[src/rtl/memory_game_pkg.sv]
// rtl/memory_game_pkg.sv - shared lamp constants, player state encoding and one-hot lamp helper
package memory_game_pkg;

   localparam int NUM_LAMPS     = 5;
   localparam int IDX_W         = 3;
   localparam int LEN_W         = 6;
   localparam int DEF_ON_TICKS  = 2;
   localparam int DEF_GAP_TICKS = 1;

   typedef enum logic [2:0] {
      ST_IDLE  = 3'd0,
      ST_FETCH = 3'd1,
      ST_LATCH = 3'd2,
      ST_ON    = 3'd3,
      ST_GAP   = 3'd4,
      ST_DONE  = 3'd5
   } player_state_t;

   // Out-of-range indices map to all-dark so a corrupt entry never lights a lamp.
   function automatic logic [NUM_LAMPS-1:0] lamp_onehot(input logic [IDX_W-1:0] idx);
      logic [NUM_LAMPS-1:0] oh;
      oh = '0;
      for (int i = 0; i < NUM_LAMPS; i++) begin
         if (idx == IDX_W'(i)) oh[i] = 1'b1;
      end
      return oh;
   endfunction

endpackage

[src/rtl/tick_timer.sv]
// rtl/tick_timer.sv - counts tick strobes after a load and pulses expire on the i_count-th one
module tick_timer #(
   parameter int CNT_W = 2
) (
   input  logic             clk,
   input  logic             resetN,
   input  logic             i_load,
   input  logic             i_tick,
   input  logic [CNT_W-1:0] i_count,
   output logic             o_expire
);

   logic [CNT_W-1:0] r_cnt;
   logic             w_last;

   // A tick coinciding with the load belongs to the previous window and is dropped.
   assign w_last   = (r_cnt == i_count - 1'b1);
   assign o_expire = i_tick & ~i_load & w_last;

   always_ff @(posedge clk or negedge resetN) begin
      if (!resetN) begin
         r_cnt <= '0;
      end else if (i_load || o_expire) begin
         r_cnt <= '0;
      end else if (i_tick) begin
         r_cnt <= r_cnt + 1'b1;
      end
   end

endmodule

[src/rtl/sequence_player.sv]
// rtl/sequence_player.sv - plays the stored lamp sequence from the sequence RAM, one step per tick window
module sequence_player
   import memory_game_pkg::*;
#(
   parameter int ON_TICKS  = DEF_ON_TICKS,
   parameter int GAP_TICKS = DEF_GAP_TICKS
) (
   input  logic                 clk,
   input  logic                 resetN,
   input  logic                 i_tick,
   input  logic                 i_start,
   input  logic                 i_abort,
   input  logic [LEN_W-1:0]     i_len,
   output logic [LEN_W-1:0]     o_rd_addr,
   input  logic [IDX_W-1:0]     i_rd_data,
   output logic [NUM_LAMPS-1:0] o_lamps,
   output logic                 o_step_strobe,
   output logic                 o_busy,
   output logic                 o_done,
   output logic                 o_err
);

   localparam int TMAX   = (ON_TICKS > GAP_TICKS) ? ON_TICKS : GAP_TICKS;
   localparam int TCNT_W = $clog2(TMAX + 1);
   localparam logic [TCNT_W-1:0] ON_CNT  = TCNT_W'(ON_TICKS);
   localparam logic [TCNT_W-1:0] GAP_CNT = TCNT_W'(GAP_TICKS);

   player_state_t        r_state;
   logic [LEN_W-1:0]     r_len;
   logic [LEN_W-1:0]     r_ptr;
   logic [LEN_W-1:0]     r_rd_addr;
   logic [NUM_LAMPS-1:0] r_lamps;
   logic                 r_step_strobe;
   logic                 r_busy;
   logic                 r_done;
   logic                 r_err;
   logic                 r_entry;

   logic                 w_timed;
   logic                 w_tick;
   logic [TCNT_W-1:0]    w_tcount;
   logic                 w_expire;
   logic [NUM_LAMPS-1:0] w_lamp_oh;

   assign w_timed   = (r_state == ST_ON) || (r_state == ST_GAP);
   assign w_tick    = i_tick & w_timed;
   assign w_tcount  = (r_state == ST_GAP) ? GAP_CNT : ON_CNT;
   assign w_lamp_oh = lamp_onehot(i_rd_data);

   // One timer serves both windows; r_entry marks the first cycle of ON or GAP.
   tick_timer #(
      .CNT_W(TCNT_W)
   ) u_tick_timer (
      .clk      (clk),
      .resetN   (resetN),
      .i_load   (r_entry),
      .i_tick   (w_tick),
      .i_count  (w_tcount),
      .o_expire (w_expire)
   );

   always_ff @(posedge clk or negedge resetN) begin
      if (!resetN) begin
         r_state       <= ST_IDLE;
         r_len         <= '0;
         r_ptr         <= '0;
         r_rd_addr     <= '0;
         r_lamps       <= '0;
         r_step_strobe <= 1'b0;
         r_busy        <= 1'b0;
         r_done        <= 1'b0;
         r_err         <= 1'b0;
         r_entry       <= 1'b0;
      end else begin
         r_step_strobe <= 1'b0;
         r_done        <= 1'b0;
         r_entry       <= 1'b0;
         if (i_abort && (r_state != ST_IDLE)) begin
            r_state <= ST_IDLE;
            r_lamps <= '0;
            r_busy  <= 1'b0;
         end else begin
            case (r_state)
               ST_IDLE: begin
                  if (i_start && !i_abort) begin
                     r_len <= i_len;
                     r_ptr <= '0;
                     r_err <= 1'b0;
                     if (i_len == '0) begin
                        r_state <= ST_DONE;
                        r_done  <= 1'b1;
                     end else begin
                        r_state   <= ST_FETCH;
                        r_busy    <= 1'b1;
                        r_rd_addr <= '0;
                     end
                  end
               end
               ST_FETCH: r_state <= ST_LATCH;
               ST_LATCH: begin
                  r_lamps       <= w_lamp_oh;
                  r_err         <= r_err | (w_lamp_oh == '0);
                  r_step_strobe <= 1'b1;
                  r_entry       <= 1'b1;
                  r_state       <= ST_ON;
               end
               ST_ON: begin
                  if (w_expire) begin
                     r_lamps <= '0;
                     r_entry <= 1'b1;
                     r_state <= ST_GAP;
                  end
               end
               ST_GAP: begin
                  if (w_expire) begin
                     if (r_ptr == r_len - 1'b1) begin
                        r_state <= ST_DONE;
                        r_done  <= 1'b1;
                        r_busy  <= 1'b0;
                     end else begin
                        r_ptr     <= r_ptr + 1'b1;
                        r_rd_addr <= r_ptr + 1'b1;
                        r_state   <= ST_FETCH;
                     end
                  end
               end
               ST_DONE: r_state <= ST_IDLE;
               default: r_state <= ST_IDLE;
            endcase
         end
      end
   end

   assign o_rd_addr     = r_rd_addr;
   assign o_lamps       = r_lamps;
   assign o_step_strobe = r_step_strobe;
   assign o_busy        = r_busy;
   assign o_done        = r_done;
   assign o_err         = r_err;

endmodule

[config.mk]
export PLATFORM = sky130hd
export DESIGN_NAME = sequence_player
export DESIGN_NICKNAME = d
export VERILOG_FILES = /design/src/rtl/memory_game_pkg.sv /design/src/rtl/tick_timer.sv /design/src/rtl/sequence_player.sv
export SDC_FILE = /design/constraint.sdc
export NUM_CORES = 1
export LEC_CHECK = 0
export CORE_MARGIN = 10
export CORE_UTILIZATION = 53
export DETAILED_ROUTE_END_ITERATION = 12
export HOLD_SLACK_MARGIN = 0.12
export PLACE_DENSITY = 0.79
export SYNTH_ARGS = -nofsm -noshare
export SYNTH_HDL_FRONTEND = slang
export SYNTH_SLANG_ARGS = --single-unit
export TNS_END_PERCENT = 30
[constraint.sdc]
create_clock -name clk -period 2.96 [get_ports clk]
set_input_delay 0.296 -clock clk [delete_from_list [all_inputs] [get_ports clk]]
set_output_delay 0.296 -clock clk [all_outputs]
set_load 0.005 [all_outputs]
==> metrics.cfg, run 1 <==
[synthesis]
synth_cell_types=52
synth_area_leader_cell=dfrtp_1
synth-async-reset-ratio_pct=100.0
synthCells=187
avgSynthCellArea_um2=9.822
syn_area_um2=1837
synth_seq_cells=33
ys_seq_area_share_pct=44.96
synth_fp_nets=203
ys.flop_type=dfrtp_1
yosysTopAreaCellShare_pct=44.96
synth_area_leaders=dfrtp_1 45%, nand2_1 4.1%, nor2_1 3.9%, xor2_1 3.3%, mux2_2 3.1%
synth_edf_count=0
yosysWarnings=0

[cts]
cts_buffer_depth=2
clk_latency_ns=0.35
ctsHoldBuffers=0
root_buffer=clkbuf_4
htree_levels=2
cts.sinks=33
cts_tree=yes
cts_resized=0
cts_buffers=5
clk_pin_slew_ns=0.11
cts_setup_buffers=0

[timing]
setup_viol=0
drv_slew=0
min_period_over_period_pct=78.73
whs_ns=0.3474
clock.fmax_mhz=429.1
worst_pin_slew_ns=0.6571
period_needed_ns=2.331
slew_headroom_pct=55.79
finalClockSkew_ns=0.01670
finalHoldViolCount=0
rsz0062_at_grt=false
fin_setup_tns_ns=0

[setup_path]
path_class=reg -> reg
start_kind=flip-flop
critical_path_arrival_ns=2.56
regToRegEndpoint=o_rd_addr[3]$_DFFE_PN0P_
reg2reg_from=r_len[0]$_DFFE_PN0P_
worstRegToRegCells=7
crit_path_end_kind=flip-flop
path_max_fanout=7
worst-endpoint-required_ns=3.19
r2r_slack_ns=0.63

[final_layout]
drive_above_1_share_pct=13.18
final_area_um2=2215
nets=235
diodes=0
multi_input_area_um2=917.1
areaGrowthSynthToFinish_pct=20.57
fill_cells=282
seq_area_um2=825.8

[global_route]
gr-total-overflow=0
top_usage_layer=met2
use_met2_pct=22.78
grt_max_degree=34
grt_util_met3_pct=3.716
grt_use_met1_pct=16.44
grt_pass1_vias=1526
grt_antenna_before_repair=0
grt_use_total_pct=13.81
grt_pass1_wl_um=7031

[die]
die_w_um=78.87
start_util_pct=55.04
coreArea_um2=3337
die_height_um=78.87
ios=29
row_count=21
die_area_um2=6220

[placed_design]
place.gp.congestion=0.8693
dpl.hpwl_um=3120
port_buffers=28
postPlaceCellArea_um2=2145

[drt]
drtPass1Iterations=4
vias=1558
vias_per_cell=5.857
drc_errors=0
wl_um=4153
ant_nets=0
wire_per_inst_um=15.61
drtIter0Drc=146

[pwr]
powerDensity_nw_per_um2=530.2
vdd_ir_drop_max_mv=0.3146
fin_total_pwr_uw=1174
p_leak_uw=0.0009417

[flow_run]
maxCapViolCount=0

[worst_hold_path]
hold_path_class=in -> async

[run_status]
outcome=finished, final reports clean

-- registers in the layout, summed over array words and instances, names as in the netlist --
register and count:
o_busy 1, o_done 1, o_err 1, o_lamps 5, o_rd_addr 6, o_step_strobe 1
r_entry 1, r_len 6, r_ptr 6, r_state 3, u_tick_timer.r_cnt 2
-- cells by family (layout without fill, tap and decap cells) --
group / count (synthesis) / count (layout) / synth area share, %
AO/OA/AOI/OAI: 49 / 49 / 19.55
multiplexers: 8 / 8 / 5.245
adder cells (fa/ha/maj): 2 / 2 / 1.362
flip-flops: 33 / 33 / 44.96
XOR/XNOR: 10 / 10 / 4.769
buffers and inverters: 15 / 48 / 5.109
AND/OR/NAND/NOR: 70 / 70 / 19.01
-- per-stage QoR --
stage          util (%)  setup WS, ns  instances
6_report          66.37        0.6295        266
5_1_grt           66.37        0.4174        266
4_1_cts           66.37        0.6313        266
3_5_place_dp      64.27        0.4258        258
3_3_place_gp      64.27        0.4813        258
2_1_floorplan         -        0.8728        187
-- final cells by class --
class	count	area share [%]
sequential	33	37.29
clock inverter	1	0.2260
multi-input combinational	139	41.41
timing repair buffer	33	14.35
tap	46	2.599
inverter	7	1.186
clock buffer	7	2.938
-- power by group --
group          total (uW)  switching (uW)  internal [uW]
clock                 291             153            138
sequential            576            70.8            506
combinational         307             148            159
-- how the worst max path moves through the flow --
stage	from	end	slack, ns	cells past startpoint
after floorplan	r_len[0]$_DFFE_PN0P_	o_rd_addr[0]$_DFFE_PN0P_	0.87	7
after global placement	i_len[3]	o_rd_addr[0]$_DFFE_PN0P_	0.48	5
after detailed placement	i_len[3]	o_rd_addr[3]$_DFFE_PN0P_	0.43	5
after CTS	r_len[0]$_DFFE_PN0P_	o_rd_addr[3]$_DFFE_PN0P_	0.63	7
after global routing	r_state[2]$_DFFE_PN0P_	o_rd_addr[3]$_DFFE_PN0P_	0.42	5
final	r_len[0]$_DFFE_PN0P_	o_rd_addr[3]$_DFFE_PN0P_	0.63	7
-- worst max-delay path, cell delays in order, from the launching register on --
cell and delay (ns):
dfrtp_1 0.41, inv_1 0.08, ha_1 0.25, or2b_2 0.32, a311o_1 0.35, nand4_1 0.12, o311a_1 0.38, mux2_4 0.33
-- metal layers --
metal	vias to the layer above	share of wire, %	routed length, um
met1	752	41	1714
met4	0	2.1	86
met2	50	51	2099
met5	-	0	0
li1	746	-	-
met3	10	6.1	253
-- synthesized netlist by cell type, drive strengths merged (4+ instances only) --
cell / number
nand3: 5
inv: 7
nand2: 20
nor2: 19
a21oi: 10
dfrtp: 33
buf: 5
mux2: 7
o2bb2ai: 5
o21a: 4
xor2: 7
nor3: 6
o21ai: 8
-- cells in the final DEF, fill, tap and decap left out, types with 4 or more instances in the layout --
cell | Yosys | final
xor2_1 | 7 | 7
nand3_1 | 5 | 5
o21a_1 | 4 | 4
o21ai_0 | 8 | 8
nor2_1 | 19 | 19
nor3_1 | 6 | 6
inv_1 | 7 | 7
dfrtp_1 | 33 | 33
clkdlybuf4s50_1 | 0 | 28
clkbuf_4 | 0 | 5
o2bb2ai_1 | 5 | 5
mux2_2 | 5 | 5
nand2_1 | 20 | 20
a21oi_1 | 10 | 10
buf_4 | 1 | 5
(Power assumes the default switching activity.)
==> run 2: changes to the inputs <==
==> constraint.sdc (replaced) <==
create_clock -name clk -period 2.2 [get_ports clk]
set_input_delay 0.22 -clock clk [delete_from_list [all_inputs] [get_ports clk]]
set_output_delay 0.22 -clock clk [all_outputs]
set_load 0.005 [all_outputs]
==> run 2 against run 1 <==
Effect of this change:
- register-to-register slack worse by 0.62 ns
- routed wire length up 6.3%
- combinational power up 72%
- non-clock buffer count up 13
- power up 41%
- count of clock-buffer cells in the layout unchanged
- first-iteration DRC count down 33%
- clock power up 36%
==> metrics.cfg, run 2 (synthesized netlist as in run 1, its figures left out) <==
[run_status]
outcome=finished, final reports clean

[timing]
clock.fmax_mhz=457.1  ; +6.5%
rsz0062_at_grt=true
fin_setup_tns_ns=0  ; unchanged
slew_headroom_pct=56.21  ; +0.42 points
finalClockSkew_ns=0.008212  ; -0.008485 ns
setup_viol=0  ; unchanged
min_period_over_period_pct=99.44  ; +21 points
drv_slew=0  ; unchanged
finalHoldViolCount=0  ; unchanged
period_needed_ns=2.188  ; -0.1429 ns
fin_ws_ns=0.01237  ; -0.6171 ns
whs_ns=0.2704  ; -0.07693 ns
worst_pin_slew_ns=0.6403  ; -0.01681 ns

[cts]
htree_levels=2  ; unchanged
cts_buffer_depth=2  ; unchanged
cts_buffers=5  ; unchanged
root_buffer=clkbuf_4
cts_tree=yes
ctsHoldBuffers=0  ; unchanged
clk_pin_slew_ns=0.10  ; about the same
cts_setup_buffers=0  ; unchanged
cts_resized=0  ; unchanged
cts.sinks=33  ; unchanged
clk_latency_ns=0.34  ; about the same

[setup_path]
cp_slowest_cell=or4_4
crit_path_end_kind=flip-flop
cpLargestDelayFamily=simple AND/OR/NAND/NOR gates
start_kind=flip-flop
crit_chain=or4_4, nor3_1, o2111ai_2, a21o_4, and3_2, mux2_2
cpPeakStageDelay_ns=0.55  ; +0.14 ns
path_class=reg -> reg
critical_path_arrival_ns=2.42  ; -0.14 ns
worst-endpoint-required_ns=2.43  ; -0.76 ns
crit_buf_inv=0  ; -1
path_max_fanout=7  ; unchanged

[placed_design]
dp_cells=271  ; +5.0%
port_buffers=28  ; unchanged
pre_cts_ws_ns=-0.1147  ; -0.5404 ns
place.gp.congestion=0.9172  ; +5.5%
dpl.hpwl_um=3292  ; +5.5%

[die]
start_util_pct=55.04  ; unchanged
coreArea_um2=3337  ; unchanged
die_height_um=78.87  ; unchanged
die_w_um=78.87  ; unchanged
ios=29  ; unchanged
die_area_um2=6220  ; unchanged
row_count=21  ; unchanged

[global_route]
grt_pass1_vias=1599  ; +4.8%
grt_max_degree=34  ; unchanged
gr-total-overflow=0  ; unchanged
grt_use_total_pct=14.55  ; +0.74 points
grt_antenna_before_repair=0  ; unchanged
grt_pass1_wl_um=7410  ; +5.4%

[pwr]
pwr-share-comb_pct=31.7  ; +5.6 points
powerDensity_nw_per_um2=710.6  ; +34%
clockPowerShare_pct=23.8  ; -1.0 points
switching_share_pct=31.67  ; about the same
power_switching_uw=525.7  ; +41%
power_frac_seq_pct=44.4  ; -4.7 points
intPower_uw=1134  ; +41%
vdd_ir_drop_max_mv=0.4219  ; +34%
p_leak_uw=0.001017  ; +8.0%

[final_layout]
final_common_cell=dfrtp_1
drive_above_1_share_pct=18.88  ; +5.7 points
areaGrowthSynthToFinish_pct=27.18
diodes=0  ; unchanged
instances_no_fill=279  ; +4.9%
final_cell_mix=33 x dfrtp_1, 28 x clkdlybuf4s50_1, 20 x nand2_1
nets=248  ; +5.5%

[drt]
drtIter0Drc=98  ; -33%
drc_errors=0  ; unchanged
drtPass1Iterations=4  ; unchanged
wire_per_inst_um=15.82  ; +1.4%
wl_um=4415  ; +6.3%
vias=1620  ; +4.0%
vias_per_cell=5.806  ; -0.87%
ant_nets=0  ; unchanged

[worst_hold_path]
hold_path_class=in -> async

[flow_run]
maxCapViolCount=0  ; unchanged

run 2: cell count changes in the layout (fill, tap and decap cells not counted), sizes merged:
| cell | change |
|---|---|
| buf | +13 |
run 2: final timing paths:
kind                                 startpoint                                end  slack [ns]  cells after the start
min in group clk                       i_len[1]               r_len[1]$_DFFE_PN0P_        0.46                      3
setup reg to reg           r_len[0]$_DFFE_PN0P_               r_ptr[0]$_DFFE_PN0P_        0.01                      6
setup / recovery           r_len[0]$_DFFE_PN0P_               r_ptr[0]$_DFFE_PN0P_        0.01                      6
max in group asynchronous                resetN  u_tick_timer.r_cnt[1]$_DFFE_PN0P_        1.63                      2
hold reg to reg               r_entry$_DFF_PN0_  u_tick_timer.r_cnt[1]$_DFFE_PN0P_        0.48                      1
hold / removal                           resetN               r_len[5]$_DFFE_PN0P_        0.27                      2
run 2: final cells by class:
class                      instances  area (um^2)
inverter                           7        26.28
clock buffer                       7        65.06
tap                               46        57.56
sequential                        33        825.8
multi-input combinational        139        940.9
fill                             258         1001
timing repair buffer              46        415.4
clock inverter                     1        5.005
run 2: routing by layer:
layer	global-route usage, %	vias up	part of all wire [%]
met4	6.631	0	1.6
met5	0	-	0
met3	4.730	8	5.2
met2	24.59	49	52
li1	-	776	-
met1	16.34	787	41
run 2: metrics by stage:
| step | power [uW] | utilization, % | cell area (um^2) |
|---|---|---|---|
| floorplan | 1041 | - | 1837 |
| global placement | 1241 | 67.19 | 2242 |
| detailed placement | 1264 | 67.19 | 2242 |
| CTS | 1658 | 69.29 | 2312 |
| global route | 1764 | 70.00 | 2336 |
| finish | 1660 | 70.00 | 2336 |
run 2: power by group through the flow:
| stage | sequential [uW] | combinational [uW] | clock, uW |
|---|---|---|---|
| after global routing | 748 | 579 | 437 |
| after floorplan | 755 | 286 | 0 |
| after global placement | 743 | 497 | 0 |
| final | 737 | 527 | 396 |
| after detailed placement | 746 | 518 | 0 |
| after CTS | 735 | 520 | 403 |
